[src/rtl/fp_mul_pkg.sv]
// Shared constants, binary32 field layout and operand classification for fp_mul.
// Latency: n/a (definitions only).
// Backpressure: n/a (definitions only).
package fp_mul_pkg;

    localparam int FP_W     = 32;
    localparam int EXP_W    = 8;
    localparam int FRAC_W   = 23;
    localparam int EXP_BIAS = 127;
    localparam int LATENCY  = 5;

    // Significand including the hidden bit, its full product, and the
    // signed working exponent (wide enough for 1+254+254-127 plus two increments).
    localparam int MANT_W = FRAC_W + 1;
    localparam int PROD_W = 2 * MANT_W;
    localparam int SEXP_W = 10;

    localparam logic [FP_W-1:0] QNAN = 32'h7FC0_0000;

    typedef struct packed {
        logic              sign;
        logic [EXP_W-1:0]  exp;
        logic [FRAC_W-1:0] frac;
    } fp32_t;

    // ZERO is encoded as 0 so a cleared pipeline stage naturally means 0x0.
    typedef enum logic [1:0] {
        ZERO = 2'd0,
        NORM = 2'd1,
        INF  = 2'd2,
        NAN  = 2'd3
    } fclass_e;

    // Subnormal operands fold into ZERO (no subnormal support).
    function automatic fclass_e classify(input fp32_t x);
        if (x.exp == {EXP_W{1'b1}}) begin
            return (x.frac != '0) ? NAN : INF;
        end
        if (x.exp == '0) begin
            return ZERO;
        end
        return NORM;
    endfunction

endpackage

[src/rtl/fp_mul_round.sv]
// Round-to-nearest-even of a normalized significand plus exponent range check.
// Latency: 0 (combinational).
// Backpressure: none.
// Ports: mant/guard/sticky/exp_in = normalized product; frac/exp_out = rounded
// fields; overflow/underflow = final exponent out of the normal range.
module fp_mul_round
    import fp_mul_pkg::*;
(
    input  logic [MANT_W-1:0]        mant,
    input  logic                     guard,
    input  logic                     sticky,
    input  logic signed [SEXP_W-1:0] exp_in,
    output logic [FRAC_W-1:0]        frac,
    output logic [EXP_W-1:0]         exp_out,
    output logic                     overflow,
    output logic                     underflow
);

    logic                     round_up;
    logic                     carry;
    logic [MANT_W:0]          sum;
    logic signed [SEXP_W-1:0] exp_adj;
    logic                     unused_hidden;

    always_comb begin
        round_up = guard & (sticky | mant[0]);
        sum      = {1'b0, mant} + {{MANT_W{1'b0}}, round_up};
        // A carry out can only come from an all-ones significand, so the
        // renormalized value is exactly 1.0: fraction bits are already zero.
        carry    = sum[MANT_W];
        frac     = sum[FRAC_W-1:0];
        exp_adj  = exp_in + $signed({{(SEXP_W-1){1'b0}}, carry});
        exp_out  = exp_adj[EXP_W-1:0];
        overflow  = (exp_adj >= 10'sd255);
        underflow = (exp_adj <= 10'sd0);
    end

    assign unused_hidden = sum[MANT_W-1];

endmodule

[src/rtl/fp_mul.sv]
// Pipelined binary32 multiplier, round-to-nearest-even, flush-to-zero.
// Latency: 5 clocks (operands sampled on one edge, product on result after the 5th edge counting it).
// Backpressure: none; free-running, one operand pair accepted every clock.
// Ports: clock, aclr (async active-low), dataa/datab operands, result product.
// Optional FP_MUL_FLAGS_EN adds overflow/underflow/nan/zero aligned with result.
module fp_mul
    import fp_mul_pkg::*;
(
    input  logic            clock,
    input  logic            aclr,
    input  logic [FP_W-1:0] dataa,
    input  logic [FP_W-1:0] datab,
    output logic [FP_W-1:0] result
`ifdef FP_MUL_FLAGS_EN
    ,
    output logic            overflow,
    output logic            underflow,
    output logic            nan,
    output logic            zero
`endif
);

    // ---------------- S1: classify, sign, exponent sum ----------------
    fp32_t                    op_a;
    fp32_t                    op_b;
    fclass_e                  cls_a;
    fclass_e                  cls_b;
    fclass_e                  cls_in;
    logic signed [SEXP_W-1:0] exp_sum;

    assign op_a = dataa;
    assign op_b = datab;

    always_comb begin
        cls_a = classify(op_a);
        cls_b = classify(op_b);
        if (cls_a == NAN || cls_b == NAN) begin
            cls_in = NAN;
        end else if ((cls_a == INF && cls_b == ZERO) || (cls_a == ZERO && cls_b == INF)) begin
            cls_in = NAN;
        end else if (cls_a == INF || cls_b == INF) begin
            cls_in = INF;
        end else if (cls_a == ZERO || cls_b == ZERO) begin
            cls_in = ZERO;
        end else begin
            cls_in = NORM;
        end
        exp_sum = $signed({2'b00, op_a.exp}) + $signed({2'b00, op_b.exp})
                - 10'(EXP_BIAS);
    end

    logic                     s1_sign;
    fclass_e                  s1_cls;
    logic signed [SEXP_W-1:0] s1_exp;
    logic [MANT_W-1:0]        s1_ma;
    logic [MANT_W-1:0]        s1_mb;

    always_ff @(posedge clock or negedge aclr) begin
        if (!aclr) begin
            s1_sign <= 1'b0;
            s1_cls  <= ZERO;
            s1_exp  <= '0;
            s1_ma   <= '0;
            s1_mb   <= '0;
        end else begin
            s1_sign <= op_a.sign ^ op_b.sign;
            s1_cls  <= cls_in;
            s1_exp  <= exp_sum;
            s1_ma   <= {1'b1, op_a.frac};
            s1_mb   <= {1'b1, op_b.frac};
        end
    end

    // ---------------- S2: significand multiply ----------------
    logic                     s2_sign;
    fclass_e                  s2_cls;
    logic signed [SEXP_W-1:0] s2_exp;
    logic [PROD_W-1:0]        s2_prod;

    always_ff @(posedge clock or negedge aclr) begin
        if (!aclr) begin
            s2_sign <= 1'b0;
            s2_cls  <= ZERO;
            s2_exp  <= '0;
            s2_prod <= '0;
        end else begin
            s2_sign <= s1_sign;
            s2_cls  <= s1_cls;
            s2_exp  <= s1_exp;
            s2_prod <= s1_ma * s1_mb;
        end
    end

    // ---------------- S3: normalize, guard/sticky ----------------
    // Product of two [1,2) significands lies in [1,4): at most one right shift.
    logic [MANT_W-1:0]        nrm_mant;
    logic                     nrm_guard;
    logic                     nrm_sticky;
    logic signed [SEXP_W-1:0] nrm_exp;

    always_comb begin
        if (s2_prod[PROD_W-1]) begin
            nrm_mant   = s2_prod[PROD_W-1:MANT_W];
            nrm_guard  = s2_prod[MANT_W-1];
            nrm_sticky = |s2_prod[MANT_W-2:0];
            nrm_exp    = s2_exp + 10'sd1;
        end else begin
            nrm_mant   = s2_prod[PROD_W-2:MANT_W-1];
            nrm_guard  = s2_prod[MANT_W-2];
            nrm_sticky = |s2_prod[MANT_W-3:0];
            nrm_exp    = s2_exp;
        end
    end

    logic                     s3_sign;
    fclass_e                  s3_cls;
    logic signed [SEXP_W-1:0] s3_exp;
    logic [MANT_W-1:0]        s3_mant;
    logic                     s3_guard;
    logic                     s3_sticky;

    always_ff @(posedge clock or negedge aclr) begin
        if (!aclr) begin
            s3_sign   <= 1'b0;
            s3_cls    <= ZERO;
            s3_exp    <= '0;
            s3_mant   <= '0;
            s3_guard  <= 1'b0;
            s3_sticky <= 1'b0;
        end else begin
            s3_sign   <= s2_sign;
            s3_cls    <= s2_cls;
            s3_exp    <= nrm_exp;
            s3_mant   <= nrm_mant;
            s3_guard  <= nrm_guard;
            s3_sticky <= nrm_sticky;
        end
    end

    // ---------------- S4: round, range check ----------------
    logic [FRAC_W-1:0] rnd_frac;
    logic [EXP_W-1:0]  rnd_exp;
    logic              rnd_ovf;
    logic              rnd_unf;

    fp_mul_round u_round (
        .mant      (s3_mant),
        .guard     (s3_guard),
        .sticky    (s3_sticky),
        .exp_in    (s3_exp),
        .frac      (rnd_frac),
        .exp_out   (rnd_exp),
        .overflow  (rnd_ovf),
        .underflow (rnd_unf)
    );

    logic              s4_sign;
    fclass_e           s4_cls;
    logic [FRAC_W-1:0] s4_frac;
    logic [EXP_W-1:0]  s4_exp;
    logic              s4_ovf;
    logic              s4_unf;

    always_ff @(posedge clock or negedge aclr) begin
        if (!aclr) begin
            s4_sign <= 1'b0;
            s4_cls  <= ZERO;
            s4_frac <= '0;
            s4_exp  <= '0;
            s4_ovf  <= 1'b0;
            s4_unf  <= 1'b0;
        end else begin
            s4_sign <= s3_sign;
            s4_cls  <= s3_cls;
            s4_frac <= rnd_frac;
            s4_exp  <= rnd_exp;
            s4_ovf  <= rnd_ovf;
            s4_unf  <= rnd_unf;
        end
    end

    // ---------------- S5: pack ----------------
    // Specials override arithmetic; range limits only apply to NORM products.
    logic [FP_W-1:0] packed_res;

    always_comb begin
        packed_res = '0;
        unique case (s4_cls)
            NAN:     packed_res = QNAN;
            INF:     packed_res = {s4_sign, {EXP_W{1'b1}}, {FRAC_W{1'b0}}};
            ZERO:    packed_res = {s4_sign, {(FP_W-1){1'b0}}};
            default: begin
                if (s4_ovf) begin
                    packed_res = {s4_sign, {EXP_W{1'b1}}, {FRAC_W{1'b0}}};
                end else if (s4_unf) begin
                    packed_res = {s4_sign, {(FP_W-1){1'b0}}};
                end else begin
                    packed_res = {s4_sign, s4_exp, s4_frac};
                end
            end
        endcase
    end

    always_ff @(posedge clock or negedge aclr) begin
        if (!aclr) begin
            result <= '0;
        end else begin
            result <= packed_res;
        end
    end

`ifdef FP_MUL_FLAGS_EN
    always_ff @(posedge clock or negedge aclr) begin
        if (!aclr) begin
            overflow  <= 1'b0;
            underflow <= 1'b0;
            nan       <= 1'b0;
            zero      <= 1'b0;
        end else begin
            overflow  <= (s4_cls == NORM) && s4_ovf;
            underflow <= (s4_cls == NORM) && !s4_ovf && s4_unf;
            nan       <= (s4_cls == NAN);
            zero      <= (s4_cls == ZERO) || ((s4_cls == NORM) && !s4_ovf && s4_unf);
        end
    end
`endif

endmodule

[config.mk]
export PLATFORM = sky130hd
export DESIGN_NAME = fp_mul
export DESIGN_NICKNAME = d
export VERILOG_FILES = /design/src/rtl/fp_mul_pkg.sv /design/src/rtl/fp_mul_round.sv /design/src/rtl/fp_mul.sv
export SDC_FILE = /design/constraint.sdc
export NUM_CORES = 2
export LEC_CHECK = 0
export ABC_AREA = 1
export CAP_MARGIN = 10
export CORE_MARGIN = 2
export CORE_UTILIZATION = 46
export CTS_CLUSTER_SIZE = 40
export DETAILED_ROUTE_END_ITERATION = 12
export GPL_TIMING_DRIVEN = 0
export MAX_ROUTING_LAYER = met4
export PLACE_DENSITY = 0.74
export SYNTH_ARGS = -nofsm -noshare
export SYNTH_HDL_FRONTEND = slang
export SYNTH_SLANG_ARGS = --single-unit
[constraint.sdc]
create_clock -name clock -period 5.62 [get_ports clock]
set_input_delay 1.124 -clock clock [delete_from_list [all_inputs] [get_ports clock]]
set_output_delay 1.124 -clock clock [all_outputs]
set_load 0.01 [all_outputs]
==> impl_summary.log <==
INFO  metric max_slew.worst_pin.slew = 1360 ps
INFO  metric count_of_flip_flops_with_a_built_in_enable_after_synthesis = 0
INFO  metric gpl.final_weighted_congestion = 0.999
INFO  metric cp_data_required_time = 6060 ps
INFO  metric detailroute.via_count = 24,400
INFO  metric ff2ff_path_depth = 27
INFO  metric use_met1 = 35.8%
INFO  metric critPathSlowestCell = sky130_fd_sc_hd__fa_1
INFO  metric synthesis.nets = 4,271
INFO  metric grt.met2_usage = 45.5%
INFO  metric hold_viol = 0
INFO  metric routed_wire_length_per_instance = 19.9 um
INFO  metric hold_ws = 345 ps
INFO  metric synth.top_cell.area_share = 33.9%
INFO  metric clock-sinks = 228
INFO  metric postSynth.topFlopCell = sky130_fd_sc_hd__dfrtp_1
INFO  metric ff_to_ff_end = s2_prod[34]
INFO  metric drtAntennaViolNets = 0
INFO  metric setup_crit_path_kind = register to register
INFO  metric core_area = 61,600 um^2
INFO  metric syn-instance-count = 3,528
INFO  metric drc = 0
INFO  metric grt.busiest_layer = met2
INFO  metric synth_warn = 0
INFO  metric cts.path.max_buffers = 3
INFO  metric critPathMostFrequentCell = sky130_fd_sc_hd__nand2_1
INFO  metric synth_commonest_cells = 1,048 x sky130_fd_sc_hd__inv_1, 1,037 x sky130_fd_sc_hd__nand2_1, 483 x sky130_fd_sc_hd__fa_1, 228 x sky130_fd_sc_hd__dfrtp_1, 194 x sky130_fd_sc_hd__ha_1
INFO  metric gr-usage-met3 = 6.15%
INFO  metric grt_setup_unrepaired = true
INFO  metric setup_violations = 31
INFO  metric setup.worst_path.end_class = register
INFO  metric critical_path_buf_inv_count = 8
INFO  metric max_freq = 153 MHz
INFO  metric timing.reg2reg.setup_slack = -920 ps
INFO  metric synth_most_common_cell = sky130_fd_sc_hd__inv_1
INFO  metric drv_slew = 0
INFO  metric clock_skew = 66.1 ps
INFO  metric layout_worst_path_cycle_share = 116%
INFO  metric cts_max_level = 1
INFO  metric synth_area_leader_cell = sky130_fd_sc_hd__fa_1
INFO  metric clkLatencyLatePin = 620 ps
INFO  metric dp.final_hpwl = 68,400 um
INFO  metric syn_to_final_growth = 24.6%
INFO  metric final_nets = 4,564
INFO  metric die_width = 253 um
INFO  metric synth_async_sr_flop_share = 100%
INFO  metric final.min_clock_period = 6540 ps
INFO  metric dpl_cell_area = 30,700 um^2
INFO  metric first_global_vias = 24,100
INFO  metric die_area = 64,100 um^2
INFO  metric io_pins = 98
INFO  metric number_of_antenna_violations_at_the_first_check_in_global_routing = 1
INFO  metric delay_of_the_slowest_cell_on_the_worst_path = 550 ps
INFO  metric rr_startpoint = s1_ma[15]
INFO  metric fin_util = 57.7%
INFO  metric grt_start_max_net_pins = 91
INFO  metric synth_seq_cells = 228
INFO  metric fraction_of_layout_cells_with_a_size_suffix_above_1 = 19.4%
INFO  metric violations = negative setup slack
INFO  metric wl = 93,100 um
INFO  metric floorplan.die.height = 253 um
INFO  metric worst_slack = -918 ps
INFO  metric cap_viol_max_count = 0
INFO  metric hold_path_end = s2_sign
INFO  metric yosysSeqAreaShare = 20.0%
INFO  metric crit_path_launch_type = register
INFO  metric crit_family = adder cells
INFO  metric grt_pass1_wl = 136,000 um
INFO  metric slew-limit-headroom = 8.56%
INFO  metric cp_max_fo = 4
INFO  metric starting_density = 46.4%
INFO  metric rows = 91
INFO  metric drt-vias-per-instance = 5.22
INFO  metric clock_root_buffer = sky130_fd_sc_hd__clkbuf_16
INFO  metric grt.overflow.total = 0
INFO  metric number_of_cells_traversed_by_the_worst_hold_path = 0
INFO  metric syn_avg_cell_area = 8.10 um^2
INFO  metric drt_iter0_markers = 2,606
INFO  metric place_ws = -1340 ps
INFO  metric count_of_different_cell_masters_after_synthesis = 46
INFO  metric min-delay-path-class = register to register
INFO  metric crit_arrival = 6970 ps
INFO  metric hold_start = s1_sign
INFO  metric cts-buffers-inserted = 26
INFO  metric cts_hold_buffers = 0
INFO  metric design_area = 35,600 um^2
INFO  metric grt_util_all_layers = 29.2%
INFO  metric antenna_cells_inserted = 0
INFO  metric tritoncts = done
INFO  metric buffer_ports.inserted = 97
INFO  metric detailedRoute.firstPassIterationCount = 6
INFO  metric outcome = finished with violations
INFO  metric syn_area = 28,600 um^2
INFO  metric synth_area_leaders = sky130_fd_sc_hd__fa_1 34%, sky130_fd_sc_hd__dfrtp_1 20%, sky130_fd_sc_hd__inv_1 14%
INFO  metric clk_pin_slew = 60 ps
[worst max-delay path by stage]
stage / end / cells past startpoint / from / slack, ps
after floorplan: s2_prod[47] / 25 / s1_ma[23] / -9
after global placement: s1_ma[2] / 1 / aclr / -6190
after detailed placement: s2_prod[46] / 22 / s1_mb[10] / -1340
after CTS: s2_prod[41] / 29 / s1_mb[5] / -350
after global routing: s2_prod[34] / 26 / s1_mb[5] / -950
final: s2_prod[34] / 27 / s1_ma[15] / -920
[routing by layer]
metal	share of wire, %	vias to the layer above
met5	0	-
met4	8.0	0
met3	11	526
met2	45	1476
met1	36	11900
li1	-	10500
[kinds of logic after synthesis]
family / after synthesis / synth area share, %
adder cells (fa/ha/maj): 677 / 42.4
AND/OR/NAND/NOR: 1325 / 18.9
XOR/XNOR: 66 / 2.08
buffers and inverters: 1159 / 15.3
AO/OA/AOI/OAI: 72 / 1.38
other: 1 / 0.0131
flip-flops: 228 / 20.0
[layout by cell type (no fill, tap or decap), types with 45 or more instances in the layout]
cell type	n
sky130_fd_sc_hd__inv_1	971
sky130_fd_sc_hd__nand2_1	892
sky130_fd_sc_hd__fa_1	454
sky130_fd_sc_hd__dfrtp_1	183
sky130_fd_sc_hd__ha_1	166
sky130_fd_sc_hd__buf_4	140
sky130_fd_sc_hd__nand2_2	106
sky130_fd_sc_hd__nor2_1	97
sky130_fd_sc_hd__clkdlybuf4s50_1	96
sky130_fd_sc_hd__inv_2	76
sky130_fd_sc_hd__dfrtp_2	45
[through the flow]
| step | setup TNS [ps] | std cells |
|---|---|---|
| finish | -15450 | 4676 |
| global route | -18870 | 4676 |
| CTS | -7880 | 4620 |
| detailed placement | -39950 | 4464 |
| global placement | -1439630 | 4462 |
| floorplan | -13.0 | 3528 |
[timing repair]
item / in CTS / in global routing
pin swaps: 145 / 156
resized for setup: 555 / 258
setup endpoints to repair: 37 / 37
setup buffers: 109 / 56
cloned: 1 / 2
[registers in the layout (all words and copies together) (netlist names), 2 cells and up]
register,flops
result,32
s2_cls,2
s1_mb,23
s4_frac,23
s4_exp,8
s1_cls,2
s2_exp,10
s1_exp,10
s4_cls,2
s1_ma,24
s3_cls,2
s3_mant,24
s2_prod,48
s3_exp,10
[worst reg2reg max path: cells and delay by family (launching register included)]
kind | cells | cell delay, ps
AO/OA/AOI/OAI | 1 | 360
adder cells (fa/ha/maj) | 8 | 3800
buffers and inverters | 8 | 700
flip-flops | 1 | 460
AND/OR/NAND/NOR | 10 | 1050
[layout make-up]
| type | instances | area, um^2 |
|---|---|---|
| plain buffers | 106 | 1370 |
| clock buffers | 35 | 714 |
| clock inverters | 11 | 148 |
| fillers | 5059 | 26000 |
| inverters | 1051 | 3950 |
| multi-input cells | 2141 | 20000 |
| flip-flops and latches | 228 | 5760 |
| well taps | 837 | 1050 |
| repair buffers | 267 | 2550 |
Power is not shown: default switching activity piles up to over one toggle a cycle in this logic, so the estimate is an artifact.
